==> src/rtl/alu_pipe_if.sv <==
// Valid/ready operand and result channels of alu_pipe.
// master drives operands and consumes results; slave is the ALU.
interface alu_pipe_if #(
  parameter int unsigned WIDTH = 8
) ();
  logic             in_valid;
  logic             in_ready;
  logic [WIDTH-1:0] A;
  logic [WIDTH-1:0] B;
  logic [2:0]       Op;
  logic             out_valid;
  logic             out_ready;
  logic [WIDTH-1:0] S;
  logic [3:0]       flags;

  modport master (
    output in_valid, A, B, Op, out_ready,
    input  in_ready, out_valid, S, flags
  );

  modport slave (
    input  in_valid, A, B, Op, out_ready,
    output in_ready, out_valid, S, flags
  );
endinterface

==> src/rtl/alu_pipe.sv <==
// Handshaked ALU with registered result and {Z,N,C,V} flags.
// Define ALU_PIPE_MUL_EN to add the WIDTH-cycle shift-add multiplier on Op=011.
module alu_pipe #(
  parameter int unsigned WIDTH = 8
) (
  input logic       clk,
  input logic       rst_n,
  alu_pipe_if.slave bus
);
  localparam logic [2:0] OpMul = 3'b011;

  logic             in_ready;
  logic             accept;
  logic             consume;
  logic             load_alu;
  logic [WIDTH-1:0] b_op;
  logic [WIDTH:0]   sum;
  logic [WIDTH-1:0] alu_s;
  logic             arith;
  logic             alu_c;
  logic             alu_v;
  logic             slt;

  logic             out_valid_q, out_valid_d;
  logic [WIDTH-1:0] s_q, s_d;
  logic [3:0]       flags_q, flags_d;

  assign accept  = bus.in_valid && in_ready;
  assign consume = out_valid_q && bus.out_ready;

  // Op[2] selects ~B; subtract-style ops (110, 111) also inject the +1.
  always_comb begin
    b_op  = bus.Op[2] ? ~bus.B : bus.B;
    sum   = {1'b0, bus.A} + {1'b0, b_op} + {{WIDTH{1'b0}}, bus.Op[2] & bus.Op[1]};
    arith = bus.Op[1] & (bus.Op[2] | ~bus.Op[0]);
    alu_v = arith & (bus.A[WIDTH-1] == b_op[WIDTH-1]) & (sum[WIDTH-1] != bus.A[WIDTH-1]);
    alu_c = arith & sum[WIDTH];
    slt   = sum[WIDTH-1] ^ alu_v;
    alu_s = '0;
    case (bus.Op[1:0])
      2'b00:   alu_s = bus.A & b_op;
      2'b01:   alu_s = bus.A | b_op;
      2'b10:   alu_s = sum[WIDTH-1:0];
      default: alu_s = bus.Op[2] ? WIDTH'(slt) : '0;
    endcase
  end

`ifdef ALU_PIPE_MUL_EN
  localparam int unsigned CntW = $clog2(WIDTH);

  typedef enum logic [0:0] {StIdle, StMul} state_e;

  state_e               state_q, state_d;
  logic [2*WIDTH-1:0]   mcand_q;
  logic [2*WIDTH-1:0]   acc_q;
  logic [2*WIDTH-1:0]   acc_step;
  logic [WIDTH-1:0]     mplier_q;
  logic [CntW-1:0]      cnt_q;
  logic                 start_mul;
  logic                 mul_done;

  assign start_mul = accept && (bus.Op == OpMul);
  assign load_alu  = accept && !start_mul;
  assign mul_done  = (state_q == StMul) && (cnt_q == CntW'(WIDTH - 1));
  // Last step's sum feeds the result registers directly, saving a cycle.
  assign acc_step  = acc_q + (mplier_q[0] ? mcand_q : '0);

  always_ff @(posedge clk or negedge rst_n) begin
    if (!rst_n) begin
      state_q <= StIdle;
    end else begin
      state_q <= state_d;
    end
  end

  always_comb begin
    state_d = state_q;
    unique case (state_q)
      StIdle:  if (start_mul) state_d = StMul;
      StMul:   if (mul_done) state_d = StIdle;
      default: state_d = StIdle;
    endcase
  end

  always_comb begin
    in_ready = rst_n && (state_q == StIdle) && (!out_valid_q || bus.out_ready);
  end

  always_ff @(posedge clk or negedge rst_n) begin
    if (!rst_n) begin
      mcand_q  <= '0;
      acc_q    <= '0;
      mplier_q <= '0;
      cnt_q    <= '0;
    end else if (start_mul) begin
      mcand_q  <= {{WIDTH{1'b0}}, bus.A};
      acc_q    <= '0;
      mplier_q <= bus.B;
      cnt_q    <= '0;
    end else if (state_q == StMul) begin
      mcand_q  <= mcand_q << 1;
      acc_q    <= acc_step;
      mplier_q <= mplier_q >> 1;
      cnt_q    <= cnt_q + 1'b1;
    end
  end
`else
  assign load_alu = accept;

  always_comb begin
    in_ready = rst_n && (!out_valid_q || bus.out_ready);
  end
`endif

  always_comb begin
    out_valid_d = out_valid_q & ~consume;
    s_d         = s_q;
    flags_d     = flags_q;
    if (load_alu) begin
      out_valid_d = 1'b1;
      s_d         = alu_s;
      flags_d     = {(alu_s == '0), alu_s[WIDTH-1], alu_c, alu_v};
    end
`ifdef ALU_PIPE_MUL_EN
    if (mul_done) begin
      out_valid_d = 1'b1;
      s_d         = acc_step[WIDTH-1:0];
      flags_d     = {(acc_step[WIDTH-1:0] == '0), acc_step[WIDTH-1],
                     |acc_step[2*WIDTH-1:WIDTH], 1'b0};
    end
`endif
  end

  always_ff @(posedge clk or negedge rst_n) begin
    if (!rst_n) begin
      out_valid_q <= 1'b0;
      s_q         <= '0;
      flags_q     <= '0;
    end else begin
      out_valid_q <= out_valid_d;
      s_q         <= s_d;
      flags_q     <= flags_d;
    end
  end

  assign bus.in_ready  = in_ready;
  assign bus.out_valid = out_valid_q;
  assign bus.S         = s_q;
  assign bus.flags     = flags_q;
endmodule

==> src/flat_wrapper.sv <==
// flat-port wrapper written by rule: the top's interface ports become plain ports
module alu_pipe_flat 
#(
  parameter int unsigned WIDTH = 8
)
  (clk, rst_n, bus_in_valid, bus_A, bus_B, bus_Op, bus_out_ready, bus_in_ready, bus_out_valid, bus_S, bus_flags);
  alu_pipe_if #(.WIDTH(WIDTH)) bus_i ();
  input logic clk;
  input logic rst_n;
  input wire logic [$bits(bus_i.in_valid)-1:0] bus_in_valid;
  input wire logic [$bits(bus_i.A)-1:0] bus_A;
  input wire logic [$bits(bus_i.B)-1:0] bus_B;
  input wire logic [$bits(bus_i.Op)-1:0] bus_Op;
  input wire logic [$bits(bus_i.out_ready)-1:0] bus_out_ready;
  output wire logic [$bits(bus_i.in_ready)-1:0] bus_in_ready;
  output wire logic [$bits(bus_i.out_valid)-1:0] bus_out_valid;
  output wire logic [$bits(bus_i.S)-1:0] bus_S;
  output wire logic [$bits(bus_i.flags)-1:0] bus_flags;
  assign bus_i.in_valid = bus_in_valid;
  assign bus_i.A = bus_A;
  assign bus_i.B = bus_B;
  assign bus_i.Op = bus_Op;
  assign bus_i.out_ready = bus_out_ready;
  assign bus_in_ready = bus_i.in_ready;
  assign bus_out_valid = bus_i.out_valid;
  assign bus_S = bus_i.S;
  assign bus_flags = bus_i.flags;
  alu_pipe #(.WIDTH(WIDTH)) u_core (.clk(clk), .rst_n(rst_n), .bus(bus_i));
endmodule
==> config.mk <==
export PLATFORM = sky130hd
export DESIGN_NAME = alu_pipe_flat
export DESIGN_NICKNAME = d
export VERILOG_FILES = /design/src/rtl/alu_pipe_if.sv /design/src/rtl/alu_pipe.sv /design/src/flat_wrapper.sv
export SDC_FILE = /design/constraint.sdc
export NUM_CORES = 1
export LEC_CHECK = 0
export BUFFER_PORTS_ARGS = -buffer_cell sky130_fd_sc_hd__buf_4
export CAP_MARGIN = 40
export CORE_AREA = 2 2 49 56
export DETAILED_ROUTE_END_ITERATION = 6
export DIE_AREA = 0 0 51 58
export PLACE_DENSITY = 0.83
export SETUP_SLACK_MARGIN = 0.05
export SYNTH_ARGS = -nofsm -noshare
export SYNTH_HDL_FRONTEND = slang
export SYNTH_SLANG_ARGS = --single-unit
==> constraint.sdc <==
create_clock -name clk -period 3.7 [get_ports clk]
set_clock_uncertainty 0.15 [all_clocks]
set_input_delay 0 -clock clk [delete_from_list [all_inputs] [get_ports clk]]
set_output_delay 0 -clock clk [all_outputs]
set_load 0.02 [all_outputs]
==> results of run 1 <==
[critical path, cell delays in order]
cell,delay [ns]
dlygate4sd3_1,0.54
buf_4,0.18
and2_1,0.18
fa_1,0.41
fa_1,0.41
a21o_1,0.20
a221oi_1,0.41
xnor2_1,0.17
o22ai_1,0.11
or4_1,0.43
o31ai_2,0.24
[registers in the layout, summed over array words and instances, names as in the netlist]
register	count
u_core.bus.out_valid	1
u_core.bus.S	7
u_core.bus.flags	4
[cell usage after synthesis (all sizes together), types with 3 or more instances]
master,number,area (µm²)
buf,3,20.0
o22ai,3,18.8
a211oi,3,22.5
ha,16,200
o21ai,11,55.1
nand3,5,30.0
inv,19,71.3
nor2,8,30.0
dfrtp,12,300
clkbuf,3,21.3
xor2,11,96.3
a21oi,9,45.0
mux2,3,33.8
nand2b,3,18.8
a21o,4,32.5
nand2,12,45.0
[per-stage QoR]
| step | setup WS [ns] | hold slack, ns | utilization, % | power, W |
|---|---|---|---|---|
| after floorplan | 0.642 | -0.446 | - | 0.000349 |
| after global placement | 0.758 | -0.299 | 65.4 | 0.000436 |
| after detailed placement | 0.662 | -0.296 | 65.4 | 0.000443 |
| after CTS | 0.476 | 0.102 | 70.2 | 0.000552 |
| after global routing | 0.280 | 0.138 | 70.2 | 0.000590 |
| final | 0.445 | 0.0980 | 70.2 | 0.000551 |
[power groups by stage]
stage / Combinational (W) / Sequential, W / Clock (W)
finish: 0.000281 / 0.000169 / 0.000101
global route: 0.000310 / 0.000172 / 0.000107
CTS: 0.000280 / 0.000169 / 0.000103
detailed placement: 0.000271 / 0.000172 / 0
global placement: 0.000265 / 0.000171 / 0
floorplan: 0.000148 / 0.000200 / 0
[logic make-up (layout without fill, tap and decap cells)]
logic type	count (synthesis)	count (layout)	synth area share, %
AO/OA/AOI/OAI	42	42	21.2
XOR/XNOR	13	13	8.74
adder cells (fa/ha/maj)	18	18	18.4
buffers and inverters	25	67	8.64
flip-flops	12	12	23.1
multiplexers	3	3	2.59
AND/OR/NAND/NOR	41	41	17.3
[cells in the final DEF (no fill, tap or decap), types with 2 or more instances in the layout]
cell type / Yosys / final
mux2_2: 3 / 3
o221ai_1: 2 / 2
a21o_2: 2 / 2
inv_1: 19 / 19
dfrtp_1: 12 / 12
a21oi_1: 9 / 9
o22ai_1: 3 / 3
nand2b_1: 3 / 3
and2_1: 2 / 2
nand2_1: 12 / 12
fa_1: 2 / 2
o21ai_0: 11 / 11
o21bai_1: 2 / 2
a211oi_1: 3 / 3
a21o_1: 2 / 2
and3_1: 2 / 2
o22a_1: 2 / 2
nor2_1: 8 / 8
xnor2_1: 2 / 2
xor2_1: 11 / 11
nor2b_1: 2 / 2
clkbuf_4: 0 / 3
nand3_1: 4 / 4
dlygate4sd3_1: 0 / 8
ha_1: 16 / 16
buf_4: 2 / 36
[how the worst max path moves through the flow]
stage | slack, ns | from | end
floorplan | 0.64 | bus_Op[2] | u_core.bus.flags[3]
global placement | 0.76 | bus_Op[2] | u_core.bus.flags[3]
detailed placement | 0.66 | bus_Op[2] | u_core.bus.flags[3]
CTS | 0.48 | bus_Op[1] | u_core.bus.flags[3]
global route | 0.28 | bus_Op[1] | u_core.bus.flags[0]
finish | 0.45 | bus_Op[1] | u_core.bus.flags[3]
[layout make-up]
| class | count | area, µm² | share of cell area, % |
|---|---|---|---|
| clock buffer | 4 | 36.3 | 2.15 |
| inverter | 19 | 71.3 | 4.23 |
| multi-input combinational | 117 | 890 | 52.7 |
| sequential | 12 | 300 | 17.8 |
| tap | 31 | 38.8 | 2.30 |
| timing repair buffer | 44 | 350 | 20.8 |
[per-layer routing]
layer	GRT usage, %	vias up
met1	23.8	576
met4	8.49	0
met3	3.87	10
met2	41.0	41
li1	-	613
met5	0	-
[what timing repair did]
action	CTS	global route
hold buffers	8	0
hold endpoints to repair	16	0
endpoints found under the setup margin	0	0
setup buffers	0	0
==> results by group, run 1 <==
Global route
  – First-pass GRT wire length: 5040 µm
  – GR Overflow Total: 0
  – Initial antenna violation count: 0
  – Number of global-route vias before repair: 1,218
  – Largest net degree at the start of global routing: 19
  – Total GRT Usage: 21.8%

Setup path
  – Crit-path max FO: 14
  – Crit end category: flop
  – Worst R2R End: u_core.bus.flags[3]
  – Setup Crit Path Kind: in -> reg
  – Startpoint Class: primary input
  – Worst reg2reg path depth: 6
  – Flop-to-flop setup slack: 1.59 ns
  – Req. time, crit path: 3.74 ns
  – Worst reg2reg startpoint: u_core.bus.out_valid
  – WP data arrival: 3.29 ns

Logic synthesis
  – Register area share after synthesis: 23.1%
  – Post-Synthesis Cells: 154
  – FFs w/ async S/R, synth: 100%
  – Post-synth top flop: dfrtp_1
  – EDFF count, synth: 0
  – Syn. warnings: 0
  – Flops & latches, synth: 12
  – Syn Nets: 195
  – Number of library cell types mapped by synthesis: 41
  – Syn Area/Cell: 8.46 µm²
  – Mapped cell area: 1300 µm²

Routing
  – Via Count: 1,240
  – Remaining DRCs: 0
  – Met2 WL: 1520 µm
  – Detail Route Antenna Nets: 0
  – Iteration-0 DRC count of the detailed router: 15
  – Wire length per cell: 12.6 µm
  – Final WL: 2850 µm
  – Vias per cell: 5.46
  – Met1 WL: 1130 µm
  – Top sig layer: met4
  – Routed wl met3: 133 µm
  – Drt pass-1 iters: 4

Clock network
  – Clock Latency Late Sink: 0.27 ns
  – PostCTS Resize Cnt: 0
  – Cts bufs inserted: 3
  – Max clock buf depth: 2
  – Clock-pin slew on the worst setup and hold paths: 0.07 ns
  – H-tree depth: 1
  – Num Clock Sinks: 12
  – CTS root buffer: clkbuf_4
  – CTS tree: yes

Floorplanning
  – Initial Util: 54.2%
  – Io pins: 37
  – Die Ht: 58 µm
  – DIE WIDTH: 51 µm
  – Core area: 2400 µm²
  – Die Area: 2960 µm²
  – Row Count: 19

Layout
  – Fin nets: 238
  – Fin cells: 227
  – Finished layout cell area: 1690 µm²
  – Fillers: 194
  – Antenna diodes: 0
  – Fraction of layout cells with a size suffix above 1: 25.5%
  – P&R area growth vs syn: 29.5%

Power and ir drop
  – Sw Share: 37.3%
  – Clk pwr share: 18.4%
  – Seq pwr share: 30.7%
  – Sw power: 0.000206 W
  – PwrDens: 327 nW/µm²
  – Worst vdd rail ir drop: 0.000218 V
  – Power share of the combinational group: 51.0%
  – Int Power: 0.000345 W
  – P_leak: 0.862 nW

Min path
  – Hold depth: 4
  – Hold Path Origin: bus_A[1]
  – Hold Path Sink: u_core.bus.S[1]
  – HP Class: in -> reg

Place
  – PortBufs: 36
  – Cell Area, Placed: 1570 µm²
  – Placed Cells: 215
  – Gp weighted congestion: 0.921
  – HPWL Detailed: 2320 µm

Timing
  – Worst relative slew slack: 65.2%
  – Slew Viols, Final: 0
  – Setup Viol. Count Final: 0
  – Fin. Hold Viols: 0
  – Final Critical Period: 3.25 ns
  – Crit share post-route: 88.0%
  – RSZ-0062 raised after global routing: no
  – Worst-Margin Slew: 0.520 ns
  – FMAX: 307 MHz
  – Setup Total Neg Slack: 0 ns

Outcome
  – Status: complete, no violations

Run
  – Max cap viols: 0
(Power assumes the default switching activity.)
==> run 2: changes to the inputs <==
Settings changed: BUFFER_PORTS_ARGS -buffer_cell sky130_fd_sc_hd__buf_4 to unset, CORE_AREA 2 2 49 56 to 2 2 46 52, DIE_AREA 0 0 51 58 to 0 0 48 54, DONT_BUFFER_PORTS set to 1, PLACE_DENSITY 0.83 to 0.79.
==> run 2 against run 1 <==
Count of clock-buffer cells in the layout down 1. Sequential share of layout area is 3.2 points higher. Setup slack better by 0.67 ns. Flip-flop and latch count unchanged. Fmax rose by 26%. Global-route usage increased by 1.3 points. Combinational power down 35%. Largest cell class unchanged.
==> results by group, run 2 (same netlist as run 1, synthesis figures left out) <==
Outcome
  – Status: complete, no violations

Timing
  – Crit share post-route: 69.8%
  – Final Critical Period: 2.58 ns
  – Worst setup margin: 1.12 ns
  – FMAX: 387 MHz
  – Setup Total Neg Slack: 0 ns
  – Worst-Margin Slew: 0.561 ns
  – Fin. Hold Viols: 0
  – RSZ-0062 raised after global routing: no
  – Worst relative slew slack: 62.5%
  – Setup Viol. Count Final: 0
  – Slew Viols, Final: 0

Setup path
  – Req. time, crit path: 3.70 ns
  – WP data arrival: 2.58 ns
  – Flop-to-flop setup slack: 1.35 ns
  – Worst reg2reg path depth: 6
  – Startpoint Class: primary input
  – Worst reg2reg startpoint: u_core.bus.out_valid
  – WP buf/inv: 1
  – Max incr delay on CP: 0.56 ns
  – Crit-path max FO: 11
  – CP max stage cell: dlygate4sd3_1
  – Setup Crit Path Kind: in -> reg
  – Setup crit end: u_core.bus.flags[1]
  – Worst R2R End: u_core.bus.flags[3]
  – Crit end category: flop
  – Worst setup path start: bus_Op[2]
  – Worst path most repeated cell: fa_1
  – Top delay family on crit path: compound AO/OA/AOI/OAI gates
  – CP cell instances: xor2_1, fa_1, fa_1, a21o_1, a221oi_1, o21bai_1, a21oi_1, o31ai_1, dlygate4sd3_1
  – CP Depth: 9

Global route
  – GR Overflow Total: 0
  – Number of global-route vias before repair: 1,057
  – Initial antenna violation count: 0
  – Largest net degree at the start of global routing: 16
  – First-pass GRT wire length: 4280 µm
  – Total GRT Usage: 23.0%

Routing
  – Iteration-0 DRC count of the detailed router: 21
  – Detail Route Antenna Nets: 0
  – Vias per cell: 5.88
  – Drt pass-1 iters: 4
  – Remaining DRCs: 0
  – Via Count: 1,129
  – Final WL: 2810 µm
  – Wire length per cell: 14.6 µm

Layout
  – Fraction of layout cells with a size suffix above 1: 8.02%
  – Commonest cells after routing, fill and taps aside: inv_1, ha_1, nand2_1, dfrtp_1
  – Fin nets: 205
  – Fin cells: 192
  – P&R area growth vs syn: 9.89%
  – Storage cell area: 300 µm²
  – Most common cell after layout, fill and taps aside: inv_1
  – Largest register FFs: 7
  – Area occupied by multi-input gates: 890 µm²
  – Antenna diodes: 0
  – Fillers: 192

Clock network
  – H-tree depth: 1
  – Setup repair bufs after CTS: 0
  – Num Clock Sinks: 12
  – Clock Latency Late Sink: 0.26 ns
  – CTS tree: yes
  – PostCTS Resize Cnt: 0
  – Max clock buf depth: 2
  – Clock-pin slew on the worst setup and hold paths: 0.07 ns
  – CTS root buffer: clkbuf_4
  – Cts bufs inserted: 3

Floorplanning
  – Core area: 2140 µm²
  – Initial Util: 60.9%
  – Die Area: 2590 µm²
  – Io pins: 37
  – Row Count: 18
  – DIE WIDTH: 48 µm
  – Die Ht: 54 µm

Place
  – Gp weighted congestion: 0.886
  – Dpl ws: 0.891 ns
  – Placed Cells: 178
  – HPWL Detailed: 2180 µm
  – PortBufs: 0

Power and ir drop
  – P_leak: 0.694 nW
  – Worst vdd rail ir drop: 0.000187 V
  – PwrDens: 324 nW/µm²

Run
  – Max cap viols: 0

Min path
  – HP Class: in -> async
## run 2: cell count changes in the layout (fill, tap and decap cells not counted), sizes merged
cell         change
buf             -36
dlygate4sd3      +3
clkbuf           -1
## run 2: report_power, final
part           internal [W]  leakage (nW)  switching, W
clock             0.0000375        0.0138     0.0000369
combinational     0.0000855         0.531     0.0000981
sequential         0.000155         0.148     0.0000504
## run 2: area by class of cell
type / instances / share of cell area [%]
Clock buffer: 3 / 1.57
Inverter: 19 / 4.98
Multi-Input combinational cell: 117 / 62.2
Sequential cell: 12 / 21.0
Tap cell: 30 / 2.62
Timing Repair Buffer: 11 / 7.69
## run 2: metrics by stage
stage	utilization, %	hold WS, ns	cell area [µm²]	total power (W)
2_1_floorplan	-	-0.446	1300	0.000349
3_3_place_gp	60.7	-0.445	1300	0.000364
3_5_place_dp	60.7	-0.445	1300	0.000373
4_1_cts	66.9	0.0158	1430	0.000466
5_1_grt	66.9	0.0431	1430	0.000496
6_report	66.9	0.0169	1430	0.000463
## run 2: how the worst min path moves through the flow
stage	slack (ns)	start	to
6_report	0.02	rst_n	u_core.bus.S[1]
4_1_cts	0.02	bus_Op[1]	u_core.bus.S[2]
3_5_place_dp	-0.45	rst_n	u_core.bus.flags[1]
5_1_grt	0.04	bus_Op[1]	u_core.bus.S[2]
2_1_floorplan	-0.45	rst_n	u_core.bus.S[0]
3_3_place_gp	-0.45	rst_n	u_core.bus.out_valid
## run 2: layer usage
| metal | vias to the layer above | share of wire [%] | track usage (%) |
|---|---|---|---|
| met3 | 4 | 7.6 | 3.02 |
| li1 | 548 | - | - |
| met2 | 52 | 53 | 42.7 |
| met1 | 525 | 38 | 24.4 |
| met5 | - | 0 | 0 |
| met4 | 0 | 1.8 | 11.3 |
## run 2: worst reg2reg max path, delay by kind of cell, from the launching register on
family           cells  cell delay (ns)
AO/OA/AOI/OAI        2             0.64
flip-flops           1             0.46
AND/OR/NAND/NOR      4             1.01
## run 2: repair_timing
| item | in CTS | in global routing |
|---|---|---|
| endpoints found under the hold margin | 24 | 0 |
| endpoints found under the setup margin | 0 | 0 |
| hold buffers | 11 | 0 |
